<file path="src/rtl/serial_parallel_if.sv">
// Serial link bundle: one serial bit in, recovered byte with valid and lock status out.
// Latency: none; this is wiring only.
// Backpressure: none; the serial channel cannot be stalled, so there is no ready signal.
interface serial_parallel_if;
  logic       Data_in;
  logic [7:0] Data_out;
  logic       valid_out;
  logic       active;

  // Side that drives the serial line and consumes the recovered bytes
  modport master (
    output Data_in,
    input  Data_out,
    input  valid_out,
    input  active
  );

  // Deserializer side
  modport slave (
    input  Data_in,
    output Data_out,
    output valid_out,
    output active
  );
endinterface

</file>
<file path="src/rtl/serial_parallel.sv">
// Deserializer: MSB-first serial bits to bytes, aligned and locked on the idle symbol.
// Latency: outputs register at the edge sampling a byte's LSB and hold for 8 bit clocks.
// Backpressure: none; one byte every 8 cycles, and idle bytes leave valid_out low.
module serial_parallel #(
  parameter logic [7:0]  IDLE_SYM   = 8'hBC,
  parameter int unsigned LOCK_COUNT = 4
) (
  input  logic           clk_32f,
  input  logic           reset,
  serial_parallel_if.slave link
);

  typedef enum logic [1:0] {
    SEARCH = 2'd0,
    SYNC   = 2'd1,
    ACTIVE = 2'd2
  } state_t;

  localparam logic [3:0] LOCK_CNT = 4'(LOCK_COUNT);

  // Only the 7 most recent bits are kept; the 8th bit of the window is the live input.
  logic [6:0] sr_q,        sr_d;
  logic [2:0] bit_cnt_q,   bit_cnt_d;
  logic [3:0] bc_cnt_q,    bc_cnt_d;
  state_t     state_q,     state_d;
  logic [7:0] data_out_q,  data_out_d;
  logic       valid_out_q, valid_out_d;

  logic [7:0] w;
  logic       boundary;
  logic       idle_hit;
  logic [3:0] bc_cnt_inc;

  // Byte window completed at this edge, and the boundary / idle-match qualifiers
  always_comb begin
    w          = {sr_q, link.Data_in};
    boundary   = (bit_cnt_q == 3'd7);
    idle_hit   = (w == IDLE_SYM);
    bc_cnt_inc = 4'(bc_cnt_q + 4'd1);
  end

  // Next-state logic: sliding search, idle-run counting, then byte capture once locked
  always_comb begin
    sr_d        = w[6:0];
    bit_cnt_d   = bit_cnt_q;
    bc_cnt_d    = bc_cnt_q;
    state_d     = state_q;
    data_out_d  = data_out_q;
    valid_out_d = valid_out_q;

    unique case (state_q)
      SEARCH: begin
        // Compare at every bit position; a hit fixes the byte phase at this edge,
        // even when it happens to coincide with a stale boundary.
        if (idle_hit) begin
          bit_cnt_d = 3'd0;
          bc_cnt_d  = 4'd1;
          state_d   = (LOCK_CNT == 4'd1) ? ACTIVE : SYNC;
        end
      end

      SYNC: begin
        bit_cnt_d = bit_cnt_q + 3'd1;
        if (boundary) begin
          if (idle_hit) begin
            if (bc_cnt_inc >= LOCK_CNT) begin
              bc_cnt_d = LOCK_CNT;
              state_d  = ACTIVE;
            end else begin
              bc_cnt_d = bc_cnt_inc;
            end
          end else begin
            // Wrong phase or a corrupted idle: forget the run and slide again
            bc_cnt_d  = 4'd0;
            bit_cnt_d = 3'd0;
            state_d   = SEARCH;
          end
        end
      end

      ACTIVE: begin
        bit_cnt_d = bit_cnt_q + 3'd1;
        if (boundary) begin
          if (idle_hit) begin
            valid_out_d = 1'b0;
          end else begin
            data_out_d  = w;
            valid_out_d = 1'b1;
          end
        end
      end

      default: begin
        state_d = SEARCH;
      end
    endcase
  end

  // State and datapath registers with synchronous active-low reset
  always_ff @(posedge clk_32f) begin
    if (!reset) begin
      sr_q        <= '0;
      bit_cnt_q   <= '0;
      bc_cnt_q    <= '0;
      state_q     <= SEARCH;
      data_out_q  <= '0;
      valid_out_q <= 1'b0;
    end else begin
      sr_q        <= sr_d;
      bit_cnt_q   <= bit_cnt_d;
      bc_cnt_q    <= bc_cnt_d;
      state_q     <= state_d;
      data_out_q  <= data_out_d;
      valid_out_q <= valid_out_d;
    end
  end

  assign link.Data_out  = data_out_q;
  assign link.valid_out = valid_out_q;
  // Lock is held for as long as the FSM stays in ACTIVE, which only reset leaves
  assign link.active    = (state_q == ACTIVE);

endmodule

</file>
<file path="src/flat_wrapper.sv">
// flat-port wrapper written by rule: the top's interface ports become plain ports
module serial_parallel_flat 
#(
  parameter logic [7:0]  IDLE_SYM   = 8'hBC,
  parameter int unsigned LOCK_COUNT = 4
)
  (clk_32f, reset, link_Data_in, link_Data_out, link_valid_out, link_active);
  serial_parallel_if link_i ();
  input  logic clk_32f;
  input  logic reset;
  input wire logic [$bits(link_i.Data_in)-1:0] link_Data_in;
  output wire logic [$bits(link_i.Data_out)-1:0] link_Data_out;
  output wire logic [$bits(link_i.valid_out)-1:0] link_valid_out;
  output wire logic [$bits(link_i.active)-1:0] link_active;
  assign link_i.Data_in = link_Data_in;
  assign link_Data_out = link_i.Data_out;
  assign link_valid_out = link_i.valid_out;
  assign link_active = link_i.active;
  serial_parallel #(.IDLE_SYM(IDLE_SYM), .LOCK_COUNT(LOCK_COUNT)) u_core (.clk_32f(clk_32f), .reset(reset), .link(link_i));
endmodule
</file>
<file path="config.mk">
export PLATFORM = sky130hd
export DESIGN_NAME = serial_parallel_flat
export DESIGN_NICKNAME = d
export VERILOG_FILES = /design/src/rtl/serial_parallel_if.sv /design/src/rtl/serial_parallel.sv /design/src/flat_wrapper.sv
export SDC_FILE = /design/constraint.sdc
export NUM_CORES = 1
export LEC_CHECK = 0
export BUFFER_PORTS_ARGS = -buffer_cell sky130_fd_sc_hd__buf_4
export CAP_MARGIN = 20
export CELL_PAD_IN_SITES_DETAIL_PLACEMENT = 0
export CELL_PAD_IN_SITES_GLOBAL_PLACEMENT = 1
export CORE_UTILIZATION = 30
export CTS_CLUSTER_DIAMETER = 50
export DETAILED_ROUTE_END_ITERATION = 10
export GPL_TIMING_DRIVEN = 0
export PLACE_DENSITY_LB_ADDON = 0.1
export REMOVE_ABC_BUFFERS = 1
export SYNTH_ARGS = -nofsm -noshare
export SYNTH_HDL_FRONTEND = slang
export SYNTH_SLANG_ARGS = --single-unit
</file>
<file path="constraint.sdc">
create_clock -name clk_32f -period 2.3 [get_ports clk_32f]
set_clock_uncertainty 0.1 [all_clocks]
set_input_delay 0.46 -clock clk_32f [delete_from_list [all_inputs] [get_ports clk_32f]]
set_output_delay 0.46 -clock clk_32f [all_outputs]
set_load 0.02 [all_outputs]
</file>
==> summary.md <==
| Metric | Value |
|---|---|
| Outcome | `finished, final reports clean` |
| Total gr overflow | `0` |
| Slack of the worst reg-to-reg path | `0.39 ns` |
| Tcrit/Tclk final | `0.8283` |
| EDFF count, synth | `0` |
| Internal power | `0.5102 mW` |
| Count of nets after finishing | `132` |
| Max-slew violation count | `0` |
| Power density over the cells | `518.4 mW/mm^2` |
| Via count | `800` |
| Post-Route Setup TNS | `0 ns` |
| Count of final setup violators | `0` |
| Top cell types by occurrence after synthesis | `sky130_fd_sc_hd__dfxtp_1 (25), sky130_fd_sc_hd__nand2_1 (10), sky130_fd_sc_hd__nor2b_1 (8)` |
| RSZ-0062 raised after global routing | `false` |
| Number of fill cells in the layout | `356` |
| Compound-Gate Fraction of Synth Area | `0.1682` |
| Number of detailed-routing iterations run before antenna repair | `4` |
| Worst vdd ir | `0.1287 mV` |
| CP max-delay cell | `sky130_fd_sc_hd__nor2b_2` |
| Largest net degree at the start of global routing | `27` |
| Critical path type | `flop to flop` |
| Biggest fanout along the worst timing path | `9` |
| Clock transition at path regs | `0.14 ns` |
| Floorplan die area | `0.003864 sq mm` |
| Post-synthesis simple-gate area fraction | `0.2224` |
| Post-synthesis async set-or-reset flop share | `0` |
| Met2 global-route usage | `0.1937` |
| Wire length of the first global-routing pass | `3567 um` |
| Warning count from the yosys run | `0` |
| Met1 usage in global routing | `0.1459` |
| Number of buffers added for setup after CTS | `0` |
| Half-perimeter wire length after detailed placement | `1382 um` |
| Leakage component of the power | `0.4866 nW` |
| Share of the synthesized area in the top cell type | `0.4608` |
| Post-synthesis to final-layout area growth | `15.09%` |
| TritonCTS clock tree | `done` |
| Post-synth cell types | `34` |
| Slew at the pin closest to its max-slew limit | `0.4868 ns` |
| Total inserted antenna cells | `0` |
| Die height | `62.17 um` |
| WP data arrival | `2.03 ns` |
| Placement-stage cell area | `0.001221 sq mm` |
| Cell mode on critical path | `sky130_fd_sc_hd__ha_1` |
| Total non-filler cell area in the finished layout | `0.001250 sq mm` |
| Aggregate global-route resource usage | `0.1166` |
| GPL Wtd Cong | `0.7358` |
| First DRT Iteration DRCs | `39` |
| Clock share of power | `0.302` |
| Count of mapped cells out of synthesis | `108` |
| Inserted Clock Buffers | `3` |
| Share of cell area taken by muxes after synthesis | `0.04608` |
| Number of input and output port buffers inserted | `12` |
| Clock root buffer | `sky130_fd_sc_hd__clkbuf_4` |
| Detailed-route wire length | `1964 um` |
| Number of ports placed on the die boundary | `13` |
| Fraction of power spent switching nets | `0.2125` |
| Most common cell in the netlist | `sky130_fd_sc_hd__dfxtp_1` |
| Dominant synthesized flop cell | `sky130_fd_sc_hd__dfxtp_1` |
| Sink Count | `25` |
| Largest area contributor in the netlist | `sky130_fd_sc_hd__dfxtp_1` |
| Combined area of the multi-input logic cells | `564.3 sq um` |
| Netlist area before placement | `0.001086 sq mm` |
| Number of buffers and inverters on the critical path | `0` |
| Combinational share of power | `0.022` |
| Cell family contributing the most delay on the critical path | `simple AND/OR/NAND/NOR gates` |
| Type of the tightest min-delay check | `primary input to flop` |
| Floorplan die width | `62.17 um` |
| Vias in the first global route | `788` |
| Met3 Usage GRT | `0.02206` |
| Part of the Yosys area used for sequential elements | `0.4608` |
| Largest cells by area after synthesis | `sky130_fd_sc_hd__dfxtp_1 (46%), sky130_fd_sc_hd__ha_1 (8.1%), sky130_fd_sc_hd__mux2i_1 (4.6%)` |
| Fraction of synthesized cell area in xor and xnor cells | `0` |
| Critical path's largest stage delay | `0.45 ns` |
| Initial Util | `0.3204` |
| Busiest layer in global routing | `met2` |
| Category of the worst setup path capture point | `flop` |
| Critical path required time | `2.42 ns` |
| H-tree levels | `1` |
| Clk_lat worst skew | `0.31 ns` |
| Worst slew margin relative to its limit | `0.6740` |
| Layout cells sized above 1 | `0.1736` |
| Core region area | `0.003390 sq mm` |
| FP Rows | `21` |
| Kind of launch point of the worst setup path | `flop` |
| NetSw | `0.1377 mW` |
| Post-detailed-route DRC marker count | `0` |
| Avg Synthesized Cell Area | `10.06 sq um` |
| CP cell instances | `ha_1 > ha_1 > nand2_1 > nor2b_2 > mux2i_1 > nor2b_1` |
| Portion of total power attributed to sequential cells | `0.676` |
| Final hold violation count | `0` |
| Minimum clock period after layout | `1.905 ns` |
| Yosys reg bits | `25` |
| Final antenna-violating net count | `0` |
| Average wire per cell in the routed design | `11.76 um` |
| Largest family of logic cells by synthesized area | `simple AND/OR/NAND/NOR gates` |
| Total of max-cap violations | `0` |
| Adder-cell area share of the yosys netlist | `0.08065` |
| Antenna violations before repair | `0` |
| Highest Clock Rate | `524.9 MHz` |
| Routed vias/inst | `4.790` |
| Area taken by flip-flops and latches | `500.5 sq um` |
| Deepest clock path buffer count | `2` |
==> kinds of logic (layout without fill, tap and decap cells) <==
kind of cell,count (synthesis),after routing
compound gates,24,24
mux,5,5
flops,25,25
simple gates,41,41
buf+inv,6,19
fa+ha+maj,7,7
==> path summary, 6_finish.rpt <==
path,start,to,cells past startpoint
worst max register to register,u_core.bit_cnt_q[0]$_SDFFE_PN0P_,u_core.link.Data_out[0]$_SDFFE_PN0P_,6
worst min-delay path,link_Data_in,u_core.sr_q[0]$_SDFF_PN0_,2
worst min register to register,u_core.bit_cnt_q[1]$_SDFFE_PN0P_,u_core.bit_cnt_q[1]$_SDFFE_PN0P_,2
worst max-delay path,u_core.bit_cnt_q[0]$_SDFFE_PN0P_,u_core.link.Data_out[0]$_SDFFE_PN0P_,6
==> stage by stage <==
step	hold slack, ns	power (mW)	std cells	utilization	setup slack, ns
floorplan	0.3344	0.4532	105	-	0.4191
global placement	0.3464	0.4627	163	0.3603	0.1392
detailed placement	0.3581	0.4627	163	0.3603	0.1498
CTS	0.2468	0.6632	167	0.3680	0.1074
global route	0.2501	0.6888	167	0.3688	0.2324
finish	0.2641	0.6479	167	0.3688	0.3948
==> layout make-up <==
| type | instances | share of cell area |
|---|---|---|
| multi-input cells | 77 | 0.4515 |
| repair buffers | 12 | 0.07207 |
| flip-flops and latches | 25 | 0.4004 |
| well taps | 46 | 0.04605 |
| clock buffers | 4 | 0.02102 |
| inverters | 3 | 0.009009 |
==> registers in the layout, summed over array words and instances, names as in the netlist <==
signal and cells:
u_core.link.valid_out 1, u_core.sr_q 7, u_core.bc_cnt_q 4, u_core.state_q 2, u_core.bit_cnt_q 3, u_core.link.Data_out 8
==> per-layer routing <==
layer / vias up / share of wire
li1: 415 / -
met1: 372 / 0.51
met2: 11 / 0.45
met3: 2 / 0.029
met4: 0 / 0.010
met5: - / 0
==> repair_timing <==
action,CTS,global route
hold endpoints to repair,0,0
gates resized for setup,0,1
setup endpoints to repair,0,1
hold buffers,0,0
==> power by group through the flow <==
stage          sequential, mW  combinational [mW]  clock (mW)
6_report                0.438              0.0143       0.196
5_1_grt                 0.439              0.0163       0.233
4_1_cts                 0.438              0.0148       0.210
3_5_place_dp            0.448              0.0149           0
3_3_place_gp            0.448              0.0149           0
2_1_floorplan           0.447             0.00598           0
==> placed cells by master, fill, tap and decap left out <==
cell type                   instances
sky130_fd_sc_hd__a211o_1            1
sky130_fd_sc_hd__a211o_2            1
sky130_fd_sc_hd__a211oi_1           1
sky130_fd_sc_hd__a21boi_0           4
sky130_fd_sc_hd__a21boi_1           1
sky130_fd_sc_hd__a21o_1             1
sky130_fd_sc_hd__a21oi_1            3
sky130_fd_sc_hd__a31oi_1            1
sky130_fd_sc_hd__a32oi_1            1
sky130_fd_sc_hd__and2_1             7
sky130_fd_sc_hd__and3_1             1
sky130_fd_sc_hd__and4b_1            1
sky130_fd_sc_hd__buf_4             12
sky130_fd_sc_hd__clkbuf_1           1
sky130_fd_sc_hd__clkbuf_4           3
sky130_fd_sc_hd__dfxtp_1           25
sky130_fd_sc_hd__ha_1               7
sky130_fd_sc_hd__inv_1              3
sky130_fd_sc_hd__mux2i_1            5
sky130_fd_sc_hd__nand2_1           10
sky130_fd_sc_hd__nand2b_1           1
sky130_fd_sc_hd__nand3_1            1
sky130_fd_sc_hd__nand4_1            1
sky130_fd_sc_hd__nand4_4            1
sky130_fd_sc_hd__nand4b_1           1
sky130_fd_sc_hd__nand4bb_1          1
sky130_fd_sc_hd__nor2_1             6
sky130_fd_sc_hd__nor2b_1            7
sky130_fd_sc_hd__nor2b_2            1
sky130_fd_sc_hd__o211a_1            1
sky130_fd_sc_hd__o21ai_0            3
sky130_fd_sc_hd__o221a_2            3
sky130_fd_sc_hd__o22ai_1            1
sky130_fd_sc_hd__o31a_1             1
sky130_fd_sc_hd__o31ai_1            1
sky130_fd_sc_hd__or3_1              2
No activity file was read; power rests on OpenSTA's default activity.
